### src/rtl/spi_reg_write_arbiter.sv
// Round-robin arbiter that turns on-chip register-write requests into 16-bit
// MSB-first SPI write frames, rejecting out-of-range addresses locally.
module spi_reg_write_arbiter #(
  parameter int NUM_REQ  = 2,
  parameter int ADDR_MAX = 4,
  parameter int IDLE_GAP = 2
) (
  input  logic                 sclk,
  input  logic                 rst_n,
  input  logic [NUM_REQ-1:0]   req_valid,
  input  logic [7*NUM_REQ-1:0] req_addr,
  input  logic [8*NUM_REQ-1:0] req_data,
  output logic [NUM_REQ-1:0]   req_ready,
  output logic [NUM_REQ-1:0]   req_err,
  output logic                 cs_n,
  output logic                 copi,
  output logic                 busy,
  output logic                 frame_done
);
  localparam int PTR_W = (NUM_REQ > 1) ? $clog2(NUM_REQ) : 1;

  typedef enum logic [1:0] {S_IDLE, S_SHIFT, S_GAP} state_t;

  state_t             state_q, state_d;
  logic [PTR_W-1:0]   rr_ptr_q, rr_ptr_d;
  logic [15:0]        frame_q, frame_d;
  logic [3:0]         bit_cnt_q, bit_cnt_d;
  logic [3:0]         gap_cnt_q, gap_cnt_d;
  logic               cs_n_q, cs_n_d;
  logic               copi_q, copi_d;
  logic               done_q, done_d;
  logic [NUM_REQ-1:0] ready_q, ready_d;
  logic [NUM_REQ-1:0] err_q, err_d;

  logic               gnt_found;
  logic [PTR_W-1:0]   gnt_idx;
  logic [PTR_W-1:0]   cand;
  logic [6:0]         gnt_addr;
  logic [7:0]         gnt_data;
  logic               addr_legal;

  // Walk the search order backwards so the last hit is the first requester after rr_ptr.
  always_comb begin
    gnt_found = 1'b0;
    gnt_idx   = '0;
    cand      = '0;
    for (int k = NUM_REQ; k >= 1; k--) begin
      cand = PTR_W'((int'(rr_ptr_q) + k) % NUM_REQ);
      if (req_valid[cand]) begin
        gnt_found = 1'b1;
        gnt_idx   = cand;
      end
    end
  end

  always_comb begin
    gnt_addr = '0;
    gnt_data = '0;
    for (int i = 0; i < NUM_REQ; i++) begin
      if (gnt_idx == PTR_W'(i)) begin
        gnt_addr = req_addr[7*i +: 7];
        gnt_data = req_data[8*i +: 8];
      end
    end
    addr_legal = (int'(gnt_addr) <= ADDR_MAX);
  end

  always_comb begin
    state_d   = state_q;
    rr_ptr_d  = rr_ptr_q;
    frame_d   = frame_q;
    bit_cnt_d = bit_cnt_q;
    gap_cnt_d = gap_cnt_q;
    cs_n_d    = cs_n_q;
    copi_d    = copi_q;
    ready_d   = '0;
    err_d     = '0;
    done_d    = 1'b0;
    unique case (state_q)
      S_IDLE: begin
        if (gnt_found) begin
          rr_ptr_d = gnt_idx;
          for (int i = 0; i < NUM_REQ; i++) begin
            if (gnt_idx == PTR_W'(i)) begin
              ready_d[i] = 1'b1;
              err_d[i]   = !addr_legal;
            end
          end
          if (addr_legal) begin
            frame_d   = {1'b1, gnt_addr, gnt_data};
            cs_n_d    = 1'b0;
            copi_d    = 1'b1;
            bit_cnt_d = '0;
            state_d   = S_SHIFT;
          end else begin
            gap_cnt_d = '0;
            state_d   = S_GAP;
          end
        end
      end
      S_SHIFT: begin
        if (bit_cnt_q == 4'd15) begin
          cs_n_d    = 1'b1;
          copi_d    = 1'b0;
          done_d    = 1'b1;
          gap_cnt_d = '0;
          state_d   = S_GAP;
        end else begin
          // frame_q[15] is already on the wire; bit 14 of the shifted word is next.
          bit_cnt_d = bit_cnt_q + 4'd1;
          copi_d    = frame_q[14];
          frame_d   = {frame_q[14:0], 1'b0};
        end
      end
      S_GAP: begin
        if (gap_cnt_q == 4'(IDLE_GAP - 1)) begin
          state_d = S_IDLE;
        end else begin
          gap_cnt_d = gap_cnt_q + 4'd1;
        end
      end
      default: state_d = S_IDLE;
    endcase
  end

  always_ff @(posedge sclk or negedge rst_n) begin
    if (!rst_n) begin
      state_q   <= S_IDLE;
      rr_ptr_q  <= PTR_W'(NUM_REQ - 1);
      bit_cnt_q <= '0;
      gap_cnt_q <= '0;
      cs_n_q    <= 1'b1;
      copi_q    <= 1'b0;
      done_q    <= 1'b0;
      ready_q   <= '0;
      err_q     <= '0;
    end else begin
      state_q   <= state_d;
      rr_ptr_q  <= rr_ptr_d;
      bit_cnt_q <= bit_cnt_d;
      gap_cnt_q <= gap_cnt_d;
      cs_n_q    <= cs_n_d;
      copi_q    <= copi_d;
      done_q    <= done_d;
      ready_q   <= ready_d;
      err_q     <= err_d;
    end
  end

  always_ff @(posedge sclk) begin
    frame_q <= frame_d;
  end

  assign req_ready  = ready_q;
  assign req_err    = err_q;
  assign cs_n       = cs_n_q;
  assign copi       = copi_q;
  assign frame_done = done_q;
  assign busy       = (state_q != S_IDLE);

endmodule

### config.mk
export PLATFORM = sky130hd
export DESIGN_NAME = spi_reg_write_arbiter
export DESIGN_NICKNAME = d
export VERILOG_FILES = /design/src/rtl/spi_reg_write_arbiter.sv
export SDC_FILE = /design/constraint.sdc
export NUM_CORES = 1
export LEC_CHECK = 0
export CAP_MARGIN = 20
export CELL_PAD_IN_SITES_DETAIL_PLACEMENT = 0
export CELL_PAD_IN_SITES_GLOBAL_PLACEMENT = 1
export CORE_ASPECT_RATIO = 0.8
export CORE_UTILIZATION = 34
export DETAILED_ROUTE_END_ITERATION = 10
export GPL_TIMING_DRIVEN = 0
export PLACE_DENSITY_LB_ADDON = 0.1
export SLEW_MARGIN = 20
export SYNTH_ARGS = -nofsm -noshare
export SYNTH_HDL_FRONTEND = slang
export SYNTH_SLANG_ARGS = --single-unit
### constraint.sdc
create_clock -name sclk -period 1.89 [get_ports sclk]
set_clock_uncertainty 0.2 [all_clocks]
set_input_delay 0.378 -clock sclk [delete_from_list [all_inputs] [get_ports sclk]]
set_output_delay 0.378 -clock sclk [all_outputs]
set_load 0.02 [all_outputs]
==> impl_metrics.tcl, run 1 <==
set metrics [dict create \
    finalMaxSlewViolations 0 \
    wl_per_cell_um 15.5 \
    ant_nets 0 \
    dr.pass1.iters 4 \
    ys_ff_latch 33 \
    antenna_found_initial 0 \
    max-vdd-ir-drop_mv 0.576 \
    clockBufferDepth 2 \
    startpoint_type "input port" \
    diodes 0 \
    hold_violations 0 \
    yosysWarningCount 0 \
    synthCells 179 \
    p_per_area_nw_per_um2 1320 \
    relSlewSlack_pct 41.5 \
    finalWorstSetupSlack_ns 0.0294 \
    wl_um 4710 \
    grt_max_degree 19 \
    yosys.area.top_type "edfxtp_1" \
    syn_area_um2 1750 \
    postLayoutCellArea_um2 2530 \
    arrival_ns 1.79 \
    setup_viol 0 \
    drt_iter0_drc 110 \
    cts_root_buf "clkbuf_8" \
    clkTransAtPathRegs_ns 0.07 \
    outcome "complete, no violations" \
    vias_per_cell 5.32 \
    hold_path.class "input port to flop" \
    vias 1618 \
    hpwl_um 3030 \
    drive_above_1_share_pct 22.5 \
    syn_nets 216 \
    synth_ff_type "dfrtp_1" \
    drcViolationCount 0 \
    clock_latency_ns 0.28 \
    synth_cell_types 41 \
    syn_avg_cell_area_um2 9.79 \
    die_h_um 66.2 \
    syn_to_final_growth_pct 44.3 \
    grt_first_pass_wirelength_um 7400 \
    final_cell_mix "nand2_1, clkdlybuf4s50_1, nor2_1, a31oi_1, dfrtp_1" \
    synth_top_area_share_pct 25.7 \
    cts_num_sinks 33 \
    min_period_ns 1.86 \
    grt_overflow 0 \
    pre_cts_ws_ns -0.697 \
    maxCapViolCount 0 \
    final_common_cell "nand2_1" \
    ys_top_cells_by_area "edfxtp_1, dfrtp_1, nand2_1" \
    synth_edf_count 15 \
    coreArea_um2 4760 \
    worstPathRequired_ns 1.82 \
    cts_tree "yes" \
    yosysSeqAreaShare_pct 51.5 \
    placed_area_um2 2250 \
    max_freq_ghz 0.537 \
    end_kind "flop" \
    synth-async-reset-ratio_pct 54.5 \
    numCtsBuffers 5 \
    io_pins 42 \
    h-tree-depth 2 \
    gp_congestion 0.777 \
    io_buffers 41 \
    tightest_slew_ns 0.875 \
    power_leakage_nw 1.03 \
    critPathKind "input port to flop" \
    dieArea_um2 5450 \
    nNetsFinal 280 \
    grt_usage_pct 18.8 \
    die_x_um 82.3 \
    grt_pass1_vias 1498 \
    fin_crit_sh_pct 98.4 \
    rows 22 \
    initial_utilization_pct 36.8 \
    cp_max_fo 7 \
]
## final timing paths
check                              from           end  slack (ns)  cells after the start
max                         req_addr[3]  bit_cnt_q[3]        0.03                      7
min                        req_addr[10]   frame_q[11]        0.28                      3
max reg2reg                    rr_ptr_q   frame_q[11]        0.06                      5
min reg2reg                        cs_n          cs_n        0.32                      2
max in group asynchronous         rst_n    req_err[0]        0.56                      1
min in group asynchronous         rst_n  bit_cnt_q[2]        0.39                      1
## report_power, final
part	internal (mW)	total (mW)	switching, mW	leakage [nW]
registers	1.13	1.28	0.157	0.370
logic	0.699	1.55	0.851	0.619
clock network	0.261	0.503	0.242	0.0395
## area by class of cell
type / instances / area [um2]
fill: 457 / 2230
sequential: 33 / 903
multi-input combinational: 135 / 896
timing repair buffer: 54 / 499
clock buffer: 8 / 80.1
tap: 60 / 75.1
buffer: 8 / 50.0
inverter: 6 / 26.3
## cells by family (layout without fill, tap and decap cells)
kind of cell             count (synthesis)  in the layout  share of synthesized area [%]
flip-flops                              33             33                           51.5
multiplexers                             1              1                          0.571
AND/OR/NAND/NOR                         80             80                           22.1
AO/OA/AOI/OAI                           47             50                           19.3
buffers and inverters                   14             76                           3.85
adder cells (fa/ha/maj)                  3              3                           2.14
XOR/XNOR                                 1              1                          0.500
## flip-flops by register name, indices dropped and copies added, names as in the netlist
register and cells:
cs_n 1, copi 1, rr_ptr_q 1, req_ready 2, req_err 2, gap_cnt_q 4, state_q 2, bit_cnt_q 4
frame_q 15, frame_done 1
## worst max-delay path: stages
cell	delay, ns
dlygate4sd2_1	0.25
or4_4	0.52
nor3_4	0.13
buf_6	0.16
buf_4	0.12
or2_4	0.12
o221ai_1	0.11
## layer usage
layer  track usage, %  vias to the layer above  wire length [um]
met3             4.28                        7               267
met1             26.6                      775              2270
met5                0                        -                 0
met4             7.24                        0                60
li1                 -                      788                 -
met2             27.5                       48              2110
## stage by stage
stage | power (mW) | hold WS [ns] | setup TNS (ns) | util, % | cells
finish | 3.34 | 0.278 | 0 | 53.1 | 304
global route | 3.56 | 0.295 | -0.0663 | 53.1 | 304
CTS | 3.28 | 0.311 | 0 | 52.2 | 302
detailed placement | 2.56 | 0.297 | -21.64 | 47.2 | 280
global placement | 2.53 | 0.283 | -20.80 | 47.2 | 280
floorplan | 2.11 | -0.118 | -0.998 | - | 179
## synth_stat cells (all sizes together), types with 2 or more instances
library cell and count:
a221oi 2, nand3 5, edfxtp 15, a21o 2, o21a 2, nor2 23
nor2b 3, o31a 2, or4 2, nand2 33, dfrtp 16, a31oi 16
clkbuf 5, nand2b 3, a21oi 7, buf 3, nor3 6, or2 2
dfstp 2, ha 3, inv 6, o21ai 7
## repair_timing
item	4_1_cts	5_1_grt
endpoints found under the setup margin	38	29
resized for setup	30	22
hold buffers	0	0
pin swaps	9	7
setup buffers	11	2
cloned	3	0
Power figures use the tool's default switching activity.
==> run 2: changes to the inputs <==
--- a/config.mk
+++ b/config.mk
@@ -10,5 +10,5 @@
 export CELL_PAD_IN_SITES_GLOBAL_PLACEMENT = 1
 export CORE_ASPECT_RATIO = 0.8
-export CORE_UTILIZATION = 34
+export CORE_UTILIZATION = 37
 export DETAILED_ROUTE_END_ITERATION = 10
 export GPL_TIMING_DRIVEN = 0
==> constraint.sdc (replaced) <==
create_clock -name sclk -period 1.8 [get_ports sclk]
set_clock_uncertainty 0.2 [all_clocks]
set_input_delay 0.36 -clock sclk [delete_from_list [all_inputs] [get_ports sclk]]
set_output_delay 0.36 -clock sclk [all_outputs]
set_load 0.05 [all_outputs]
==> run 2 against run 1 <==
The flow now finishes with violations (negative setup slack). Cell count grew 1.6%. Routed wire length is 1.3% higher. Global-route usage grew 1.9 points. Register-to-register slack lost 0.05 ns. First-iteration DRC count grew 7.3%. Critical path depth stayed put. Non-clock buffer count up 6. Highest routed layer unchanged. Combinational power increased by 22%. Sequential power rose by 5%. Setup slack worse by 0.032 ns. Largest cell class is now multi-input gates. Die area is 7.9% lower.
==> impl_metrics.tcl, run 2 (same netlist as run 1, synthesis figures left out) <==
set metrics [dict create \
    vias 1670 \
    whs_ns 0.251 \
    total_power_mw 3.77 \
    gp_congestion 0.807 \
    cts_num_sinks 33 \
    vias_per_cell 5.40 \
    hpwl_um 3050 \
    dieArea_um2 5020 \
    violations "negative setup slack" \
    clkTransAtPathRegs_ns 0.07 \
    hold_path.class "input port to flop" \
    final_common_cell "nand2_1" \
    route.met2.wl_um 2220 \
    clock_latency_ns 0.28 \
    coreArea_um2 4570 \
    syn_to_final_growth_pct 50.2 \
    grt_overflow 0 \
    finalWorstSetupSlack_ns -0.00262 \
    cts_root_buf "clkbuf_8" \
    die_x_um 79.0 \
    cts_tree "yes" \
    initial_utilization_pct 38.4 \
    post-route-util_pct 57.6 \
    grt_pass1_vias 1582 \
    rows 22 \
    drcViolationCount 0 \
    hold_violations 0 \
    wl_per_cell_um 15.4 \
    io_pins 42 \
    rsz0062_at_grt "yes" \
    setup_viol 2 \
    top_regs "frame_q x15, bit_cnt_q x4, gap_cnt_q x4" \
    io_buffers 41 \
    h-tree-depth 2 \
    dr.pass1.iters 4 \
    ff2ff_path_depth 7 \
    fin_crit_sh_pct 100 \
    p_per_area_nw_per_um2 1430 \
    die_h_um 63.6 \
    power_leakage_nw 1.10 \
    nNetsFinal 286 \
    tightest_slew_ns 0.843 \
    finalMaxSlewViolations 0 \
    arrival_ns 1.78 \
    largest_reg_flops 15 \
    max-vdd-ir-drop_mv 0.609 \
    grt_max_degree 19 \
    end_kind "flop" \
    drt_iter0_drc 118 \
    cp_max_fo 5 \
    multi_input_area_um2 923 \
    min_period_ns 1.80 \
    grt_usage_pct 20.6 \
    ant_nets 0 \
    regArea_um2 903 \
    hold_depth 3 \
    antenna_found_initial 0 \
    grt_first_pass_wirelength_um 7730 \
    rr_startpoint "rr_ptr_q" \
    numCtsBuffers 5 \
    wl_um 4770 \
    startpoint_type "input port" \
    outcome "complete, but fails checks" \
    top_layer "met4" \
    max_freq_ghz 0.555 \
    pre_cts_ws_ns -0.762 \
    drive_above_1_share_pct 27.3 \
    relSlewSlack_pct 43.6 \
    fill_cells 413 \
    postLayoutCellArea_um2 2630 \
    drt-met1-wl_um 2220 \
    diodes 0 \
    worstPathRequired_ns 1.78 \
    clockBufferDepth 2 \
    crit_path_start "req_addr[0]" \
    largest_register "frame_q" \
    placed_area_um2 2260 \
    final_cell_mix "nand2_1, nor2_1, clkdlybuf4s50_1, a31oi_1, dfrtp_1" \
    worstHoldStart "req_addr[13]" \
    maxCapViolCount 0 \
    critPathKind "input port to flop" \
    met3_length_um 273 \
]
==> run 2: cell count changes in the layout (fill, tap and decap cells not counted), sizes merged <==
cell           before  now
clkinv              0    1
dlymetal6s2s        1    2
clkbuf             16   14
buf                17   26
dlygate4sd2         5    9
clkdlybuf4s15       3    2
clkdlybuf4s50      28   21
==> run 2: report_power, final <==
group / internal, mW / switching, mW
Sequential: 1.18 / 0.167
Clock: 0.261 / 0.264
Combinational: 0.815 / 1.08
Total: 2.26 / 1.51
==> run 2: per-stage QoR <==
stage / TNS, ns / cells
floorplan: -2.40 / 179
global placement: -24.33 / 280
detailed placement: -24.89 / 280
CTS: -0.0348 / 305
global route: -0.369 / 309
finish: -0.00397 / 309
==> run 2: cell type report <==
| type | instances | share of cell area [%] |
|---|---|---|
| multi-input combinational | 135 | 35.1 |
| timing repair buffer | 60 | 21.6 |
| tap | 60 | 2.85 |
| buffer | 8 | 2.23 |
| clock buffer | 6 | 2.76 |
| sequential | 33 | 34.3 |
| inverter | 6 | 0.998 |
| clock inverter | 1 | 0.143 |
==> run 2: worst paths after layout <==
kind                           endpoint  slack, ns
max                        gap_cnt_q[3]     -0.003
min                         frame_q[14]       0.25
max reg2reg                gap_cnt_q[3]       0.01
min reg2reg                        cs_n       0.32
max in group asynchronous    req_err[0]       0.52
min in group asynchronous    state_q[1]       0.35
==> run 2: repair_timing <==
| action | in CTS | in global routing |
|---|---|---|
| gates cloned | 3 | 0 |
| gates resized for setup | 54 | 22 |
| hold buffers | 0 | 0 |
| setup buffers | 15 | 6 |
| endpoints found under the setup margin | 49 | 35 |
| pin swaps | 11 | 11 |
==> run 2: metal layers <==
layer  vias up  GRT usage [%]
li1        795              -
met1       814           28.6
met2        53           32.1
met3         8           4.35
met4         0           6.82
met5         -              0
==> run 2: worst max-delay path, cell delays in order <==
cell	delay [ns]
clkdlybuf4s50_1	0.49
o21a_2	0.21
nor3_4	0.06
buf_12	0.14
buf_8	0.12
or2_4	0.24
a21o_1	0.15
